## config.mk

```make
export PLATFORM = sky130hd
export DESIGN_NAME = memory_arbiter_flat
export DESIGN_NICKNAME = d
export VERILOG_FILES = /design/src/rtl/memory_arbiter_if.sv /design/src/rtl/memory_arbiter.sv /design/src/flat_wrapper.sv
export SDC_FILE = /design/constraint.sdc
export NUM_CORES = 1
export LEC_CHECK = 0
export CAP_MARGIN = 30
export CORE_MARGIN = 2
export CORE_UTILIZATION = 42
export CTS_BUF_LIST = sky130_fd_sc_hd__clkbuf_8
export CTS_CLUSTER_DIAMETER = 120
export CTS_CLUSTER_SIZE = 16
export DETAILED_ROUTE_END_ITERATION = 7
export GPL_ROUTABILITY_DRIVEN = 1
export PLACE_DENSITY = 0.95
export SYNTH_ARGS = -nofsm -noshare
export SYNTH_HDL_FRONTEND = slang
export SYNTH_SLANG_ARGS = --single-unit
```

## constraint.sdc

```tcl
create_clock -name i_clk -period 2.4 [get_ports i_clk]
set_input_delay 0.48 -clock i_clk [delete_from_list [all_inputs] [get_ports i_clk]]
set_output_delay 0.48 -clock i_clk [all_outputs]
set_load 0.03 [all_outputs]
```

## src/rtl/memory_arbiter_if.sv

```systemverilog
// Bus bundle between the two clients, the round-robin arbiter and the shared memory M.
// The slave modport is the arbiter's view; master is the clients-plus-memory side.
interface memory_arbiter_if #(
    parameter int ADDR_WIDTH = 16,
    parameter int DATA_WIDTH = 16
);
    logic                  req0;
    logic                  req1;
    logic                  write0;
    logic                  write1;
    logic [ADDR_WIDTH-1:0] address0;
    logic [ADDR_WIDTH-1:0] address1;
    logic [DATA_WIDTH-1:0] wdata0;
    logic [DATA_WIDTH-1:0] wdata1;
    logic                  ack0;
    logic                  ack1;
    logic [DATA_WIDTH-1:0] rdata0;
    logic [DATA_WIDTH-1:0] rdata1;
    logic                  busy;
    logic                  memWriteEnable;
    logic [ADDR_WIDTH-1:0] memWriteAddress;
    logic [DATA_WIDTH-1:0] memWriteData;
    logic [ADDR_WIDTH-1:0] memReadAddress;
    logic [DATA_WIDTH-1:0] memReadData;

    modport slave (
        input  req0, req1, write0, write1, address0, address1, wdata0, wdata1,
        input  memReadData,
        output ack0, ack1, rdata0, rdata1, busy,
        output memWriteEnable, memWriteAddress, memWriteData, memReadAddress
    );

    modport master (
        output req0, req1, write0, write1, address0, address1, wdata0, wdata1,
        output memReadData,
        input  ack0, ack1, rdata0, rdata1, busy,
        input  memWriteEnable, memWriteAddress, memWriteData, memReadAddress
    );
endinterface

```

## src/rtl/memory_arbiter.sv

```systemverilog
// Two-client round-robin arbiter serialising single read/write accesses onto memory M.
// Each access takes IDLE -> ACCESS -> RESPOND, so one access completes every three cycles.
module memory_arbiter #(
    parameter int ADDR_WIDTH = 16,
    parameter int DATA_WIDTH = 16
) (
    input  logic             i_clk,
    input  logic             i_rst,
    memory_arbiter_if.slave  io_bus
);

    typedef enum logic [1:0] {
        IDLE    = 2'd0,
        ACCESS  = 2'd1,
        RESPOND = 2'd2
    } state_t;

    state_t                r_state;
    state_t                w_nextState;
    logic                  r_lastGrant;
    logic                  r_winner;
    logic                  r_write;
    logic [ADDR_WIDTH-1:0] r_address;
    logic [DATA_WIDTH-1:0] r_wdata;
    logic [DATA_WIDTH-1:0] r_rdata0;
    logic [DATA_WIDTH-1:0] r_rdata1;
    logic                  w_anyReq;
    logic                  w_grant;

    assign w_anyReq = io_bus.req0 | io_bus.req1;

    // On a tie the client that was not served last wins, giving strict alternation.
    always_comb begin
        w_grant = 1'b0;
        if (io_bus.req0 && io_bus.req1) begin
            w_grant = ~r_lastGrant;
        end else if (io_bus.req1) begin
            w_grant = 1'b1;
        end
    end

    always_ff @(posedge i_clk or posedge i_rst) begin
        if (i_rst) begin
            r_state <= IDLE;
        end else begin
            r_state <= w_nextState;
        end
    end

    always_comb begin
        w_nextState = r_state;
        case (r_state)
            IDLE:    if (w_anyReq) w_nextState = ACCESS;
            ACCESS:  w_nextState = RESPOND;
            RESPOND: w_nextState = IDLE;
            default: w_nextState = IDLE;
        endcase
    end

    always_ff @(posedge i_clk or posedge i_rst) begin
        if (i_rst) begin
            r_lastGrant <= 1'b1;
            r_winner    <= 1'b0;
            r_write     <= 1'b0;
            r_address   <= '0;
            r_wdata     <= '0;
            r_rdata0    <= '0;
            r_rdata1    <= '0;
        end else begin
            case (r_state)
                IDLE: begin
                    if (w_anyReq) begin
                        r_winner  <= w_grant;
                        r_write   <= w_grant ? io_bus.write1   : io_bus.write0;
                        r_address <= w_grant ? io_bus.address1 : io_bus.address0;
                        r_wdata   <= w_grant ? io_bus.wdata1   : io_bus.wdata0;
                    end
                end
                ACCESS: begin
                    // M's read path is combinational, so data is ready by the end of ACCESS.
                    if (!r_write) begin
                        if (r_winner) begin
                            r_rdata1 <= io_bus.memReadData;
                        end else begin
                            r_rdata0 <= io_bus.memReadData;
                        end
                    end
                end
                RESPOND: begin
                    r_lastGrant <= r_winner;
                end
                default: begin
                end
            endcase
        end
    end

    // Decoded straight from the state register so reset drops the write enable at once.
    assign io_bus.memWriteEnable  = (r_state == ACCESS) && r_write;
    assign io_bus.memWriteAddress = r_address;
    assign io_bus.memReadAddress  = r_address;
    assign io_bus.memWriteData    = r_wdata;
    assign io_bus.ack0            = (r_state == RESPOND) && !r_winner;
    assign io_bus.ack1            = (r_state == RESPOND) && r_winner;
    assign io_bus.busy            = (r_state != IDLE);
    assign io_bus.rdata0          = r_rdata0;
    assign io_bus.rdata1          = r_rdata1;

endmodule

```

## src/flat_wrapper.sv

```systemverilog
// flat-port wrapper written by rule: the top's interface ports become plain ports
module memory_arbiter_flat 
#(
    parameter int ADDR_WIDTH = 16,
    parameter int DATA_WIDTH = 16
)
  (i_clk, i_rst, io_bus_req0, io_bus_req1, io_bus_write0, io_bus_write1, io_bus_address0, io_bus_address1, io_bus_wdata0, io_bus_wdata1, io_bus_memReadData, io_bus_ack0, io_bus_ack1, io_bus_rdata0, io_bus_rdata1, io_bus_busy, io_bus_memWriteEnable, io_bus_memWriteAddress, io_bus_memWriteData, io_bus_memReadAddress);
  memory_arbiter_if #(.ADDR_WIDTH(ADDR_WIDTH), .DATA_WIDTH(DATA_WIDTH)) io_bus_i ();
  input  logic i_clk;
  input  logic i_rst;
  input wire logic [$bits(io_bus_i.req0)-1:0] io_bus_req0;
  input wire logic [$bits(io_bus_i.req1)-1:0] io_bus_req1;
  input wire logic [$bits(io_bus_i.write0)-1:0] io_bus_write0;
  input wire logic [$bits(io_bus_i.write1)-1:0] io_bus_write1;
  input wire logic [$bits(io_bus_i.address0)-1:0] io_bus_address0;
  input wire logic [$bits(io_bus_i.address1)-1:0] io_bus_address1;
  input wire logic [$bits(io_bus_i.wdata0)-1:0] io_bus_wdata0;
  input wire logic [$bits(io_bus_i.wdata1)-1:0] io_bus_wdata1;
  input wire logic [$bits(io_bus_i.memReadData)-1:0] io_bus_memReadData;
  output wire logic [$bits(io_bus_i.ack0)-1:0] io_bus_ack0;
  output wire logic [$bits(io_bus_i.ack1)-1:0] io_bus_ack1;
  output wire logic [$bits(io_bus_i.rdata0)-1:0] io_bus_rdata0;
  output wire logic [$bits(io_bus_i.rdata1)-1:0] io_bus_rdata1;
  output wire logic [$bits(io_bus_i.busy)-1:0] io_bus_busy;
  output wire logic [$bits(io_bus_i.memWriteEnable)-1:0] io_bus_memWriteEnable;
  output wire logic [$bits(io_bus_i.memWriteAddress)-1:0] io_bus_memWriteAddress;
  output wire logic [$bits(io_bus_i.memWriteData)-1:0] io_bus_memWriteData;
  output wire logic [$bits(io_bus_i.memReadAddress)-1:0] io_bus_memReadAddress;
  assign io_bus_i.req0 = io_bus_req0;
  assign io_bus_i.req1 = io_bus_req1;
  assign io_bus_i.write0 = io_bus_write0;
  assign io_bus_i.write1 = io_bus_write1;
  assign io_bus_i.address0 = io_bus_address0;
  assign io_bus_i.address1 = io_bus_address1;
  assign io_bus_i.wdata0 = io_bus_wdata0;
  assign io_bus_i.wdata1 = io_bus_wdata1;
  assign io_bus_i.memReadData = io_bus_memReadData;
  assign io_bus_ack0 = io_bus_i.ack0;
  assign io_bus_ack1 = io_bus_i.ack1;
  assign io_bus_rdata0 = io_bus_i.rdata0;
  assign io_bus_rdata1 = io_bus_i.rdata1;
  assign io_bus_busy = io_bus_i.busy;
  assign io_bus_memWriteEnable = io_bus_i.memWriteEnable;
  assign io_bus_memWriteAddress = io_bus_i.memWriteAddress;
  assign io_bus_memWriteData = io_bus_i.memWriteData;
  assign io_bus_memReadAddress = io_bus_i.memReadAddress;
  memory_arbiter #(.ADDR_WIDTH(ADDR_WIDTH), .DATA_WIDTH(DATA_WIDTH)) u_core (.i_clk(i_clk), .i_rst(i_rst), .io_bus(io_bus_i));
endmodule
```

==> impl_metrics.json, run 1 <==
{
  "crit_chain": "nand2b_1, nor2_1, clkdlybuf4s50_1",
  "clk_pin_slew_ns": 0.07,
  "synth_fp_nets": 294,
  "post_cts_buffers": 0,
  "cts_tree": "built",
  "overflow": 0,
  "setup_viol": 0,
  "cts_max_level": 3,
  "fin_skew_ns": 0.0120,
  "finalPower_mw": 7.79,
  "start_util": 0.437,
  "required_ns": 1.92,
  "hold-path-cell-count": 1,
  "timing.final.ws_setup_ns": 0.176,
  "ios": 170,
  "via_per_inst": 4.77,
  "synth-xor-area-share": 0,
  "comb_power_share": 0.591,
  "cts.sinks": 69,
  "synth-main-ff-cell": "dfrtp_1",
  "grt_max_degree": 70,
  "core_um2": 7810,
  "vias": 2268,
  "dr.pass1.iters": 4,
  "drive_above_1_share": 0.311,
  "synthDistinctLibCells": 19,
  "reg2regPathDepth": 4,
  "dieArea_um2": 8850,
  "grt_first_pass_wirelength_um": 12200,
  "synth_warnings": 0,
  "nets": 454,
  "crit_slowest_cell": "clkdlybuf4s50_1",
  "drt_iter0_drc": 45,
  "min_period_ns": 2.22,
  "grt_setup_unrepaired": "false",
  "hold_class": "reg2reg",
  "fillCellCount": 597,
  "cp-end-kind": "output pin",
  "die_h_um": 94.1,
  "drt-total-wl_um": 7610,
  "pwr-share-clk": 0.130,
  "slowest_delay_ns": 0.71,
  "fin_crit_sh": 0.927,
  "postRouteAntennaNets": 0,
  "crit_fanout": 3,
  "yosys.area_share.adder": 0,
  "relSlewSlack": 0.763,
  "place_ws_ns": 0.272,
  "yosysSeqAreaShare": 0.507,
  "grt_pass1_vias": 2454,
  "r2r-start": "u_core.r_lastGrant",
  "cts_hold_buf": 0,
  "cts_buffer_depth": 2,
  "critPathLaunchType": "flop",
  "gr-usage-met2": 0.324,
  "grt_use_total": 0.182,
  "power_leakage_nw": 2.31,
  "worstReg2RegEnd": "u_core.io_bus.memReadAddress[15]",
  "remaining_drc_errors": 0,
  "synthToLayoutAreaGrowth_pct": 55.0,
  "drv_cap": 0,
  "routabilityCongestion": 0.782,
  "p_int_mw": 4.66,
  "synthCells": 208,
  "fin_tns_setup_ns": 0,
  "met3_usage": 0.0482,
  "p_sw_frac": 0.402,
  "busiest_layer": "met2",
  "powerDensity_nw_per_um2": 1480,
  "synth_top_family_by_area": "multiplexers",
  "yosys.area_share.simple": 0.0220,
  "syn_avg_cell_area_um2": 16.4,
  "fp-row-count": 32,
  "timing.fmax_mhz": 450,
  "antenna_cells": 0,
  "portBuffers": 169,
  "place_hpwl_um": 5840,
  "status": "complete, no violations",
  "r2r_slack_ns": 0.73,
  "synth_compound_area_frac": 0.00918,
  "synth_edf_count": 0,
  "cts_resized": 0,
  "worst_slew_pin_slew_ns": 0.354,
  "cts-buffers-inserted": 9,
  "seqPwrFrac": 0.279,
  "cp-startpoint": "u_core.r_state[0]",
  "final_core_util": 0.677,
  "synth_mux_area_frac": 0.388,
  "worstPathArrival_ns": 1.74,
  "use_met1": 0.209,
  "syn-cell-area_um2": 3410,
  "synthArstFlopShare": 1.00,
  "endpoint": "io_bus_ack1",
  "peakVddDrop_mv": 1.23,
  "critical_path_class": "reg2out",
  "wire_per_inst_um": 16.0,
  "cts_root_buffer": "clkbuf_8",
  "insertion_delay_ns": 0.33,
  "antenna_found_initial": 0,
  "ys_seq_elements": 69,
  "finalHoldViolCount": 0,
  "netSwitchingPower_mw": 3.14,
  "dieWidth_um": 94.1,
  "slew_viol_final": 0
}
power by group through the flow:
stage	registers [mW]	logic [mW]	clock network (mW)
after global placement	2.16	4.58	0
after floorplan	3.23	1.97	0
final	2.17	4.61	1.01
after CTS	2.18	4.67	1.04
after global routing	2.25	4.82	1.10
after detailed placement	2.18	4.66	0
state kept, by name (all words and copies together) (netlist names):
| register | cells |
|---|---|
| u_core.io_bus.rdata0 | 16 |
| u_core.r_state | 2 |
| u_core.r_write | 1 |
| u_core.io_bus.memReadAddress | 16 |
| u_core.io_bus.memWriteData | 16 |
| u_core.io_bus.rdata1 | 16 |
| u_core.r_winner | 1 |
| u_core.r_lastGrant | 1 |
cells in the final DEF (no fill, tap or decap), types with 2 or more instances in the layout:
cell type,synthesis,final
inv_1,3,2
bufinv_16,0,2
clkinv_2,0,3
nor2_1,3,3
clkbuf_8,0,9
mux2_1,11,11
dfrtp_1,68,68
mux2_4,58,58
clkinvlp_4,0,2
clkdlybuf4s50_1,0,169
nor3b_4,2,2
buf_4,19,3
buf_12,3,3
mux2_2,29,29
metal layers:
metal  up-vias  part of all wire
met5         -                 0
met4         0             0.015
met3        10             0.070
met2       108              0.53
met1      1115              0.38
li1       1035                 -
area by class of cell:
type / instances / area [µm²] / share of cell area
timing repair buffer: 175 / 1770 / 0.336
multi-input combinational: 110 / 1430 / 0.270
inverter: 3 / 11.3 / 0.00213
sequential: 69 / 1730 / 0.327
clock inverter: 7 / 90.1 / 0.0170
tap: 102 / 128 / 0.0242
clock buffer: 9 / 124 / 0.0234
synth_stat cells, types with 2 or more instances:
cell      n  area share
buf_12    3       0.018
buf_4    19       0.042
buf_6     3      0.0099
dfrtp_1  68        0.50
inv_1     3      0.0033
mux2_1   11       0.036
mux2_2   29       0.096
mux2_4   58        0.26
nor2_1    3      0.0033
nor3b_4   2       0.011
logic make-up (layout without fill, tap and decap cells):
family,Yosys count,in the layout
multiplexers,98,98
flip-flops,69,69
buffers and inverters,29,194
AND/OR/NAND/NOR,8,8
AO/OA/AOI/OAI,4,4
worst max-delay path, delay by kind of cell, from the launching register on:
kind	cells	cell delay, ns
buffers and inverters	1	0.71
flip-flops	1	0.40
AND/OR/NAND/NOR	2	0.31
worst min path at each step:
stage                                    endpoint                     from  slack (ns)
final                     u_core.io_bus.rdata1[5]  u_core.io_bus.rdata1[5]        0.49
after detailed placement  u_core.io_bus.rdata1[4]  u_core.io_bus.rdata1[4]        0.47
after global routing      u_core.io_bus.rdata1[3]  u_core.io_bus.rdata1[3]        0.50
after CTS                 u_core.io_bus.rdata1[4]  u_core.io_bus.rdata1[4]        0.49
after global placement    u_core.io_bus.rdata1[3]  u_core.io_bus.rdata1[3]        0.47
after floorplan                 u_core.r_state[1]        u_core.r_state[1]        0.48
metrics by stage:
stage	cell area, µm²	std cells	hold slack (ns)
detailed placement	5070	459	0.475
global placement	5070	459	0.469
finish	5280	475	0.488
global route	5280	475	0.503
floorplan	3410	208	0.479
CTS	5280	475	0.490
No activity file was read; power rests on OpenSTA's default activity.
==> run 2, diff against run 1 <==
--- a/config.mk
+++ b/config.mk
@@ -6,7 +6,7 @@
 export NUM_CORES = 1
 export LEC_CHECK = 0
 export CAP_MARGIN = 30
-export CORE_MARGIN = 2
+export CORE_MARGIN = 3
 export CORE_UTILIZATION = 42
 export CTS_BUF_LIST = sky130_fd_sc_hd__clkbuf_8
 export CTS_CLUSTER_DIAMETER = 120
==> run 2 against run 1 <==
  * Hold slack worse by 0.0019 ns
  * Sequential share of layout area is 0.070 points lower
  * Utilization is 0.14 points higher
  * Register-to-register slack better by 0.02 ns
  * Clock-buffer cell count is 2 higher
  * Routed wire length is 2.2% higher
  * Non-clock buffer count stayed put
  * Maximum frequency is 0.61% higher
  * Sequential power hardly changed
  * Global-route usage is 1.2 points lower
==> impl_metrics.json, run 2 (synthesis results as in run 1) <==
{
  "nets": 454,
  "grt_first_pass_wirelength_um": 11900,
  "antenna_cells": 0,
  "cts_max_level": 3,
  "via_per_inst": 4.74,
  "placed_area_um2": 5070,
  "grt_max_degree": 70,
  "slew_viol_final": 0,
  "timing.fmax_mhz": 452,
  "antenna_found_initial": 0,
  "finalHoldViolCount": 0,
  "fin_tns_setup_ns": 0,
  "p_int_mw": 4.72,
  "slowest_delay_ns": 0.71,
  "clk_pin_slew_ns": 0.07,
  "drt-total-wl_um": 7780,
  "vias": 2250,
  "cts_hold_buf": 0,
  "fp-row-count": 32,
  "powerDensity_nw_per_um2": 1480,
  "drv_cap": 0,
  "stdcell_area_um2": 5300,
  "cts_resized": 0,
  "dieArea_um2": 9230,
  "required_ns": 1.92,
  "ios": 170,
  "die_h_um": 96.1,
  "peakVddDrop_mv": 1.01,
  "hold_class": "reg2reg",
  "critical_path_class": "reg2out",
  "drt_iter0_drc": 18,
  "cp-end-kind": "output pin",
  "reg2regPathDepth": 4,
  "worstReg2RegEnd": "u_core.io_bus.memReadAddress[0]",
  "synthToLayoutAreaGrowth_pct": 55.4,
  "start_util": 0.437,
  "worstPathArrival_ns": 1.73,
  "seqPwrFrac": 0.277,
  "r2r-start": "u_core.r_lastGrant",
  "instances_no_fill": 475,
  "grt_use_total": 0.170,
  "cts_buffer_depth": 2,
  "overflow": 0,
  "fin_crit_sh": 0.921,
  "cp-startpoint": "u_core.r_state[0]",
  "comb_power_share": 0.591,
  "remaining_drc_errors": 0,
  "place_hpwl_um": 5990,
  "cts-buffers-inserted": 9,
  "cts_root_buffer": "clkbuf_8",
  "final_common_cell": "clkdlybuf4s50_1",
  "grt_setup_unrepaired": "false",
  "placed_cells": 459,
  "crit_chain": "nand2b_1, nor2_1, clkdlybuf4s50_1",
  "final_cell_mix": "169 x clkdlybuf4s50_1, 68 x dfrtp_1, 58 x mux2_4",
  "crit_fanout": 3,
  "wire_per_inst_um": 16.4,
  "grt_pass1_vias": 2451,
  "cts.sinks": 69,
  "fin_skew_ns": 0.0129,
  "min_period_ns": 2.21,
  "drive_above_1_share": 0.308,
  "critPathLaunchType": "flop",
  "setup_viol": 0,
  "insertion_delay_ns": 0.33,
  "postRouteAntennaNets": 0,
  "netSwitchingPower_mw": 3.11,
  "dieWidth_um": 96.1,
  "portBuffers": 169,
  "cts_tree": "built",
  "endpoint": "io_bus_ack1",
  "crit_slowest_cell": "clkdlybuf4s50_1",
  "pwr-share-clk": 0.133,
  "status": "complete, no violations",
  "r2r_slack_ns": 0.75,
  "dr.pass1.iters": 4,
  "relSlewSlack": 0.754,
  "worst_slew_pin_slew_ns": 0.369,
  "routabilityCongestion": 0.685,
  "power_leakage_nw": 2.33,
  "post_cts_buffers": 0,
  "core_um2": 7810,
  "p_sw_frac": 0.398
}
==> run 2: metrics by stage <==
step	util	hold slack (ns)	setup WS, ns	power [mW]
after floorplan	-	0.479	0.182	5.20
after global placement	0.649	0.468	0.327	6.74
after detailed placement	0.649	0.475	0.275	6.85
after CTS	0.678	0.492	0.156	7.93
after global routing	0.678	0.499	0.0602	8.21
final	0.678	0.486	0.190	7.83
==> run 2: worst min path at each step <==
stage	start	end	slack, ns	cells after the start
after floorplan	u_core.r_state[1]	u_core.r_state[1]	0.48	1
after global placement	u_core.io_bus.rdata0[1]	u_core.io_bus.rdata0[1]	0.47	1
after detailed placement	u_core.io_bus.rdata1[2]	u_core.io_bus.rdata1[2]	0.47	1
after CTS	u_core.io_bus.rdata1[2]	u_core.io_bus.rdata1[2]	0.49	1
after global routing	u_core.io_bus.rdata1[2]	u_core.io_bus.rdata1[2]	0.50	1
final	u_core.io_bus.rdata1[2]	u_core.io_bus.rdata1[2]	0.49	1
==> run 2: critical path: cells and delay by family (launching register included) <==
kind                   cells  cell delay (ns)
buffers and inverters      1             0.71
DFF                        1             0.39
and+or+nand+nor            2             0.31
==> run 2: routing by layer <==
layer | vias to the layer above | global-route usage | share of wire
met5 | - | 0 | 0
met4 | 0 | 0.0557 | 0.010
met3 | 6 | 0.0571 | 0.089
met2 | 112 | 0.300 | 0.52
met1 | 1095 | 0.191 | 0.38
li1 | 1037 | - | -
==> run 2: final cells by class <==
cell class | instances | area, µm²
Tap cell | 102 | 128
Fill cell | 581 | 2510
Clock inverter | 5 | 73.8
Sequential cell | 69 | 1730
Multi-Input combinational cell | 110 | 1430
Inverter | 3 | 11.3
Clock buffer | 11 | 151
Timing Repair Buffer | 175 | 1770
==> run 2: power groups by stage <==
stage / Combinational (mW) / Sequential, mW / Clock, mW
after floorplan: 1.97 / 3.23 / 0
after global placement: 4.58 / 2.15 / 0
after detailed placement: 4.67 / 2.18 / 0
after CTS: 4.68 / 2.18 / 1.07
after global routing: 4.84 / 2.25 / 1.12
final: 4.62 / 2.17 / 1.04
==> run 3, diff against run 2 <==
--- a/config.mk
+++ b/config.mk
@@ -10,7 +10,7 @@
 export CORE_UTILIZATION = 42
 export CTS_BUF_LIST = sky130_fd_sc_hd__clkbuf_8
 export CTS_CLUSTER_DIAMETER = 120
-export CTS_CLUSTER_SIZE = 16
+export CTS_CLUSTER_SIZE = 25
 export DETAILED_ROUTE_END_ITERATION = 7
 export GPL_ROUTABILITY_DRIVEN = 1
 export PLACE_DENSITY = 0.95
==> results of run 3 <==
No change in the layout: final DEF, timing and power equal those of run 2.
